**src/rtl/ext_stream_bridge.sv**
```systemverilog
// Multi-channel register-to-stream bridge: per-channel TX/RX FIFOs behind a
// single-cycle register port, with DMA slot and level-sensitive interrupt outputs.
module ext_stream_bridge #(
    parameter int NUM_CH = 2,
    parameter int DEPTH  = 8,
    parameter int DW     = 32
) (
    input  logic                 clk_i,
    input  logic                 rst_i,
    input  logic                 reg_valid_i,
    input  logic                 reg_write_i,
    input  logic [31:0]          reg_addr_i,
    input  logic [31:0]          reg_wdata_i,
    input  logic [3:0]           reg_wstrb_i,
    output logic [31:0]          reg_rdata_o,
    output logic                 reg_error_o,
    output logic                 reg_ready_o,
    output logic [NUM_CH-1:0]    tx_valid_o,
    output logic [NUM_CH*DW-1:0] tx_data_o,
    input  logic [NUM_CH-1:0]    tx_ready_i,
    input  logic [NUM_CH-1:0]    rx_valid_i,
    input  logic [NUM_CH*DW-1:0] rx_data_i,
    output logic [NUM_CH-1:0]    dma_slot_tx_o,
    output logic [NUM_CH-1:0]    dma_slot_rx_o,
    output logic [NUM_CH-1:0]    intr_o
);

    localparam int         AW       = $clog2(DEPTH);
    localparam logic [7:0] LVL_FULL = 8'(DEPTH);
    localparam logic [4:0] NCH      = 5'(NUM_CH);

    logic [DW-1:0] tx_mem_q [NUM_CH][DEPTH];
    logic [DW-1:0] rx_mem_q [NUM_CH][DEPTH];
    logic [AW-1:0] tx_wp_q [NUM_CH];
    logic [AW-1:0] tx_wp_d [NUM_CH];
    logic [AW-1:0] tx_rp_q [NUM_CH];
    logic [AW-1:0] tx_rp_d [NUM_CH];
    logic [AW-1:0] rx_wp_q [NUM_CH];
    logic [AW-1:0] rx_wp_d [NUM_CH];
    logic [AW-1:0] rx_rp_q [NUM_CH];
    logic [AW-1:0] rx_rp_d [NUM_CH];
    logic [7:0]    tx_lvl_q [NUM_CH];
    logic [7:0]    tx_lvl_d [NUM_CH];
    logic [7:0]    rx_lvl_q [NUM_CH];
    logic [7:0]    rx_lvl_d [NUM_CH];
    logic [7:0]    thr_q [NUM_CH];
    logic [7:0]    thr_d [NUM_CH];
    logic [NUM_CH-1:0] en_q, en_d, irq_en_q, irq_en_d, ovf_q, ovf_d, intr_q, intr_d;

    logic [NUM_CH-1:0] tx_full_s, tx_empty_s, rx_full_s, rx_empty_s, ch_hit_s;
    logic [NUM_CH-1:0] tx_push_s, tx_pop_s, rx_push_s, rx_pop_s, ctrl_wr_s, flush_s;
    logic [3:0]        ch_s;
    logic [1:0]        sel_s;
    logic              ch_ok_s, strb_ok_s, acc_ok_s;
    logic              sel_tx_full_s, sel_rx_empty_s;
    logic [31:0]       sel_status_s, sel_ctrl_s, sel_head_s, rdata_s;
    logic              err_s, do_txw_s, do_rxr_s, do_ctrlw_s;
    logic              unused_s;

    assign ch_s      = reg_addr_i[7:4];
    assign sel_s     = reg_addr_i[3:2];
    assign ch_ok_s   = ({1'b0, ch_s} < NCH);
    assign strb_ok_s = (reg_wstrb_i == 4'hF);
    assign acc_ok_s  = ch_ok_s & (~reg_write_i | strb_ok_s);
    assign unused_s  = ^{reg_addr_i[31:8], reg_addr_i[1:0], reg_wdata_i};

    // Per-channel flags, stream/DMA outputs and the register-selected channel view.
    always_comb begin
        sel_tx_full_s  = 1'b0;
        sel_rx_empty_s = 1'b0;
        sel_status_s   = 32'h0;
        sel_ctrl_s     = 32'h0;
        sel_head_s     = 32'h0;
        for (int c = 0; c < NUM_CH; c++) begin
            tx_full_s[c]  = (tx_lvl_q[c] == LVL_FULL);
            tx_empty_s[c] = (tx_lvl_q[c] == 8'd0);
            rx_full_s[c]  = (rx_lvl_q[c] == LVL_FULL);
            rx_empty_s[c] = (rx_lvl_q[c] == 8'd0);
            ch_hit_s[c]   = (ch_s == 4'(c));
            tx_valid_o[c]    = en_q[c] & ~tx_empty_s[c];
            tx_data_o[c*DW +: DW] = tx_mem_q[c][tx_rp_q[c]];
            dma_slot_tx_o[c] = en_q[c] & ~tx_full_s[c];
            dma_slot_rx_o[c] = en_q[c] & ~rx_empty_s[c];
            tx_pop_s[c]  = en_q[c] & ~tx_empty_s[c] & tx_ready_i[c];
            rx_push_s[c] = en_q[c] & rx_valid_i[c] & ~rx_full_s[c];
            sel_tx_full_s  = sel_tx_full_s  | (ch_hit_s[c] & tx_full_s[c]);
            sel_rx_empty_s = sel_rx_empty_s | (ch_hit_s[c] & rx_empty_s[c]);
            sel_status_s = sel_status_s | ({32{ch_hit_s[c]}} &
                {8'h00, rx_lvl_q[c], tx_lvl_q[c], 5'h00, ovf_q[c], rx_empty_s[c], tx_full_s[c]});
            sel_ctrl_s = sel_ctrl_s | ({32{ch_hit_s[c]}} &
                {16'h0000, thr_q[c], 6'h00, irq_en_q[c], en_q[c]});
            sel_head_s = sel_head_s | ({32{ch_hit_s[c]}} & 32'(rx_mem_q[c][rx_rp_q[c]]));
        end
    end

    // Register access decode: read data, error and the side-effect strobes.
    always_comb begin
        rdata_s    = 32'h0;
        err_s      = 1'b0;
        do_txw_s   = 1'b0;
        do_rxr_s   = 1'b0;
        do_ctrlw_s = 1'b0;
        if (!reg_valid_i) begin
            err_s = 1'b0;
        end else if (!acc_ok_s) begin
            err_s = 1'b1;
        end else begin
            case (sel_s)
                2'd0: begin
                    if (reg_write_i && !sel_tx_full_s) do_txw_s = 1'b1;
                    else err_s = 1'b1;
                end
                2'd1: begin
                    if (!reg_write_i && !sel_rx_empty_s) begin
                        do_rxr_s = 1'b1;
                        rdata_s  = sel_head_s;
                    end else begin
                        err_s = 1'b1;
                    end
                end
                2'd2: begin
                    if (!reg_write_i) rdata_s = sel_status_s;
                    else err_s = 1'b1;
                end
                2'd3: begin
                    if (reg_write_i) do_ctrlw_s = 1'b1;
                    else rdata_s = sel_ctrl_s;
                end
                default: err_s = 1'b1;
            endcase
        end
    end

    assign tx_push_s   = {NUM_CH{do_txw_s}} & ch_hit_s;
    assign rx_pop_s    = {NUM_CH{do_rxr_s}} & ch_hit_s;
    assign ctrl_wr_s   = {NUM_CH{do_ctrlw_s}} & ch_hit_s;
    assign flush_s     = ctrl_wr_s & {NUM_CH{reg_wdata_i[31]}};
    assign reg_rdata_o = rdata_s;
    assign reg_error_o = err_s;
    assign reg_ready_o = 1'b1;
    assign intr_o      = intr_q;

    // Next-state for pointers, levels, control and the post-edge interrupt condition.
    always_comb begin
        for (int c = 0; c < NUM_CH; c++) begin
            if (ctrl_wr_s[c]) begin
                en_d[c]     = reg_wdata_i[0];
                irq_en_d[c] = reg_wdata_i[1];
                thr_d[c]    = reg_wdata_i[15:8];
            end else begin
                en_d[c]     = en_q[c];
                irq_en_d[c] = irq_en_q[c];
                thr_d[c]    = thr_q[c];
            end
            if (flush_s[c]) begin
                tx_wp_d[c]  = '0;
                tx_rp_d[c]  = '0;
                rx_wp_d[c]  = '0;
                rx_rp_d[c]  = '0;
                tx_lvl_d[c] = 8'd0;
                rx_lvl_d[c] = 8'd0;
                ovf_d[c]    = 1'b0;
            end else begin
                tx_wp_d[c]  = tx_push_s[c] ? tx_wp_q[c] + AW'(1) : tx_wp_q[c];
                tx_rp_d[c]  = tx_pop_s[c]  ? tx_rp_q[c] + AW'(1) : tx_rp_q[c];
                rx_wp_d[c]  = rx_push_s[c] ? rx_wp_q[c] + AW'(1) : rx_wp_q[c];
                rx_rp_d[c]  = rx_pop_s[c]  ? rx_rp_q[c] + AW'(1) : rx_rp_q[c];
                tx_lvl_d[c] = tx_lvl_q[c] + {7'd0, tx_push_s[c]} - {7'd0, tx_pop_s[c]};
                rx_lvl_d[c] = rx_lvl_q[c] + {7'd0, rx_push_s[c]} - {7'd0, rx_pop_s[c]};
                ovf_d[c]    = ovf_q[c] | (en_q[c] & rx_valid_i[c] & rx_full_s[c]);
            end
            intr_d[c] = irq_en_d[c] &
                (((thr_d[c] != 8'd0) & (rx_lvl_d[c] >= thr_d[c])) | ovf_d[c]);
        end
    end

    // State registers with synchronous reset.
    always_ff @(posedge clk_i) begin
        if (rst_i) begin
            for (int c = 0; c < NUM_CH; c++) begin
                tx_wp_q[c]  <= '0;
                tx_rp_q[c]  <= '0;
                rx_wp_q[c]  <= '0;
                rx_rp_q[c]  <= '0;
                tx_lvl_q[c] <= 8'd0;
                rx_lvl_q[c] <= 8'd0;
                thr_q[c]    <= 8'd0;
            end
            en_q     <= '0;
            irq_en_q <= '0;
            ovf_q    <= '0;
            intr_q   <= '0;
        end else begin
            for (int c = 0; c < NUM_CH; c++) begin
                tx_wp_q[c]  <= tx_wp_d[c];
                tx_rp_q[c]  <= tx_rp_d[c];
                rx_wp_q[c]  <= rx_wp_d[c];
                rx_rp_q[c]  <= rx_rp_d[c];
                tx_lvl_q[c] <= tx_lvl_d[c];
                rx_lvl_q[c] <= rx_lvl_d[c];
                thr_q[c]    <= thr_d[c];
            end
            en_q     <= en_d;
            irq_en_q <= irq_en_d;
            ovf_q    <= ovf_d;
            intr_q   <= intr_d;
        end
    end

    // FIFO storage; contents beyond the level are don't-care, so no reset.
    always_ff @(posedge clk_i) begin
        for (int c = 0; c < NUM_CH; c++) begin
            if (tx_push_s[c] && !flush_s[c]) begin
                tx_mem_q[c][tx_wp_q[c]] <= reg_wdata_i[DW-1:0];
            end
            if (rx_push_s[c] && !flush_s[c]) begin
                rx_mem_q[c][rx_wp_q[c]] <= rx_data_i[c*DW +: DW];
            end
        end
    end

endmodule

```
**config.mk**
```make
export PLATFORM = sky130hd
export DESIGN_NAME = ext_stream_bridge
export DESIGN_NICKNAME = d
export VERILOG_FILES = /design/src/rtl/ext_stream_bridge.sv
export SDC_FILE = /design/constraint.sdc
export NUM_CORES = 1
export LEC_CHECK = 0
export ABC_AREA = 1
export BUFFER_PORTS_ARGS = -buffer_cell sky130_fd_sc_hd__clkbuf_2
export CAP_MARGIN = 20
export CORE_ASPECT_RATIO = 1.5
export CORE_MARGIN = 10
export CORE_UTILIZATION = 40
export DETAILED_ROUTE_END_ITERATION = 8
export SLEW_MARGIN = 20
export SYNTH_ARGS = -nofsm -noshare
export SYNTH_HDL_FRONTEND = slang
export SYNTH_SLANG_ARGS = --single-unit
```
**constraint.sdc**
```tcl
create_clock -name clk_i -period 5.7 [get_ports clk_i]
set_clock_uncertainty 0.15 [all_clocks]
set_input_delay 0.285 -clock clk_i [delete_from_list [all_inputs] [get_ports clk_i]]
set_output_delay 0.285 -clock clk_i [all_outputs]
set_load 0.02 [all_outputs]
```
==> impl_metrics.py <==
metrics = {
    "sta": {
        "timing.final.crit_share_pct": 85.2,
        "slew_viol_final": 0,
        "relSlewSlack_pct": 26.1,
        "finalSetupViolCount": 0,
        "whs_ns": 0.0311,
        "setup_tns_ns": 0,
        "rsz0062_at_grt": "false",
        "fin_crit_ns": 4.86,
        "tightest_slew_ns": 1.10,
        "setup_slack_ns": 0.844,
        "max_freq_mhz": 206,
        "hold_violations": 0,
    },
    "worst_setup_path": {
        "reg2reg_depth": 29,
        "rr_endpoint": "intr_o[1]",
        "cp_common_cell": "nand2_1",
        "end_kind": "register",
        "cp_max_fo": 16,
        "r2r-start": "rx_lvl_q[0][4]",
        "arrival_ns": 5.31,
        "worstPathRequired_ns": 6.15,
        "start_kind": "register",
        "worst_path_largest_cell_delay_ns": 0.45,
        "path_class": "reg2reg",
        "crit_slowest_cell": "fa_1",
        "regToRegSetupSlack_ns": 0.84,
    },
    "route": {
        "highest_layer": "met5",
        "wirelength_um": 119000,
        "viasPerCell": 5.38,
        "vias": 29232,
        "ant_nets": 0,
        "wl_met3_um": 7680,
        "dr_wl_met2_um": 59700,
        "wl_met1_um": 47500,
        "drtIter0Drc": 2331,
        "wl_per_cell_um": 21.9,
        "drt_first_pass_iters": 5,
        "drc_errors": 0,
    },
    "clock_tree": {
        "root_buffer": "clkbuf_16",
        "clk_latency_ns": 0.69,
        "cts_resized": 0,
        "cts_buffers": 101,
        "hold_buffers": 97,
        "clkTransAtPathRegs_ns": 0.06,
        "cts_buffer_depth": 3,
        "tritoncts": "done",
        "post_cts_buffers": 0,
        "cts_sinks": 1104,
        "htree_num_levels": 3,
    },
    "synthesis": {
        "synth_top_cell_by_area": "edfxtp_1",
        "synth-edff-count": 1024,
        "yosys.area_share.adder_pct": 2.17,
        "async_flop_share_pct": 0,
        "synth_area_leaders": "edfxtp_1, nor2_1, o21ai_0",
        "yosys_warnings": 0,
        "ys.flop_type": "edfxtp_1",
        "synth_compound_area_share_pct": 10.7,
        "synth_fp_nets": 3831,
        "syn_area_per_cell_sq_um": 12.5,
        "ys_types": 46,
        "yosys-mux-area-fraction_pct": 2.28,
        "synth_xor_area_share_pct": 0.155,
        "synth-seq-area-share_pct": 71.4,
        "synth_common_cells": "edfxtp_1, nor2_1, o21ai_0, nand2_1, inv_1",
        "synth_top_area_share_pct": 67.9,
        "ys_seq_elements": 1104,
        "synthSimpleGateAreaFrac_pct": 9.85,
        "syn_area_sq_um": 45300,
        "synth_top_family_by_area": "compound AO/OA/AOI/OAI gates",
        "synth.most_common_cell": "edfxtp_1",
        "synth_cells": 3615,
    },
    "die": {
        "die_h_um": 432,
        "row_count": 151,
        "start_util_pct": 40.2,
        "core_area_sq_um": 113000,
        "ioPinCount": 246,
        "die_x_um": 295,
        "die-area_sq_um": 127000,
    },
    "global_routing": {
        "grt_overflow_total": 0,
        "grt_antenna_before_repair": 16,
        "grt_pass1_vias": 27992,
        "grt_usage_pct": 18.1,
        "grt_max_degree": 92,
        "grt_pass1_wl_um": 175000,
    },
    "status": {
        "outcome": "finished, final reports clean",
    },
    "power_and_ir_drop": {
        "peakVddDrop_mv": 0.308,
        "p_per_area_nw_per_um2": 303,
        "leakagePower_uw": 0.0176,
        "fin_total_pwr_uw": 15800,
    },
    "cells_and_area": {
        "area_growth_pct": 15.3,
        "drive_above_1_share_pct": 12.5,
        "nets": 4107,
    },
    "hold_path": {
        "min_path_cells": 1,
        "hp-start": "reg_wdata_i[8]",
        "worstHoldEndpoint": "tx_mem_q[0][328]",
        "hold_class": "in2reg",
    },
    "placement": {
        "dp_hpwl_um": 71300,
        "portBuffers": 218,
        "place_ws_ns": 0.669,
        "gp_congestion": 0.848,
    },
    "flow_run": {
        "maxCapViolations": 0,
    },
}
cells in the final DEF, fill, tap and decap left out, types with 72 or more instances in the layout:
cell and instances:
clkbuf_2 218, clkbuf_16 103, nor2_1 720, a21oi_1 73
edfxtp_1 1024, ha_1 72, mux2i_1 103, dfxtp_1 72
o22ai_1 92, o21ai_0 432, inv_1 156, nand2_1 225
o221ai_1 102, dlygate4sd3_1 97, nand3_1 90, a31oi_1 75
stage by stage:
step | instance area [sq um] | std cells | util, %
2_1_floorplan | 45300 | 3615 | -
3_3_place_gp | 48100 | 5143 | 42.7
3_5_place_dp | 48100 | 5143 | 42.7
4_1_cts | 52200 | 5423 | 46.4
5_1_grt | 52200 | 5429 | 46.4
6_report | 52200 | 5432 | 46.4
worst max-delay path, delay by kind of cell, from the launching register on:
| kind | cells | cell delay, ns |
|---|---|---|
| buffers and inverters | 4 | 0.39 |
| AND/OR/NAND/NOR | 14 | 1.65 |
| flip-flops | 1 | 0.31 |
| AO/OA/AOI/OAI | 5 | 0.67 |
| XOR/XNOR | 1 | 0.20 |
| adder cells (fa/ha/maj) | 5 | 1.38 |
how the worst max path moves through the flow:
| stage | to | from | slack [ns] |
|---|---|---|---|
| after global routing | intr_o[1] | rx_lvl_q[0][4] | 0.44 |
| after global placement | intr_o[1] | reg_addr_i[6] | 0.71 |
| after floorplan | tx_mem_q[0][256] | tx_lvl_q[0][12] | 1.56 |
| final | intr_o[1] | rx_lvl_q[0][4] | 0.84 |
| after CTS | intr_o[1] | rx_lvl_q[0][4] | 0.84 |
| after detailed placement | intr_o[1] | reg_addr_i[6] | 0.67 |
registers in the layout (all words and copies together) (netlist names), 16 cells and up:
| register | count |
|---|---|
| rx_mem_q | 512 |
| tx_mem_q | 512 |
| rx_lvl_q | 16 |
| thr_q | 16 |
| tx_lvl_q | 16 |
layer usage:
metal	track usage, %	up-vias
li1	-	13774
met1	22.0	14381
met2	31.6	877
met3	3.21	184
met4	6.84	16
met5	0	-
cell families (layout without fill, tap and decap cells):
| kind of cell | Yosys count | after routing |
|---|---|---|
| simple gates | 1111 | 1111 |
| flops | 1104 | 1104 |
| compound gates | 828 | 828 |
| buf+inv | 384 | 740 |
| mux | 103 | 103 |
| fa+ha+maj | 76 | 76 |
| xor+xnor | 8 | 8 |
| other cells | 1 | 9 |
where the power goes:
part	switching, uW	internal [uW]
Sequential	5.37	8850
Clock	2880	3610
Combinational	324	169
Total	3210	12600
final cells by class:
cell class	instances	area, sq um
flip-flops and latches	1104	32400
clock inverters	53	434
clock buffers	130	2700
diodes	8	20.0
well taps	1453	1820
repair buffers	383	2610
inverters	174	659
multi-input cells	2127	11600
fillers	10009	60400
No activity file was read; power rests on OpenSTA's default activity.
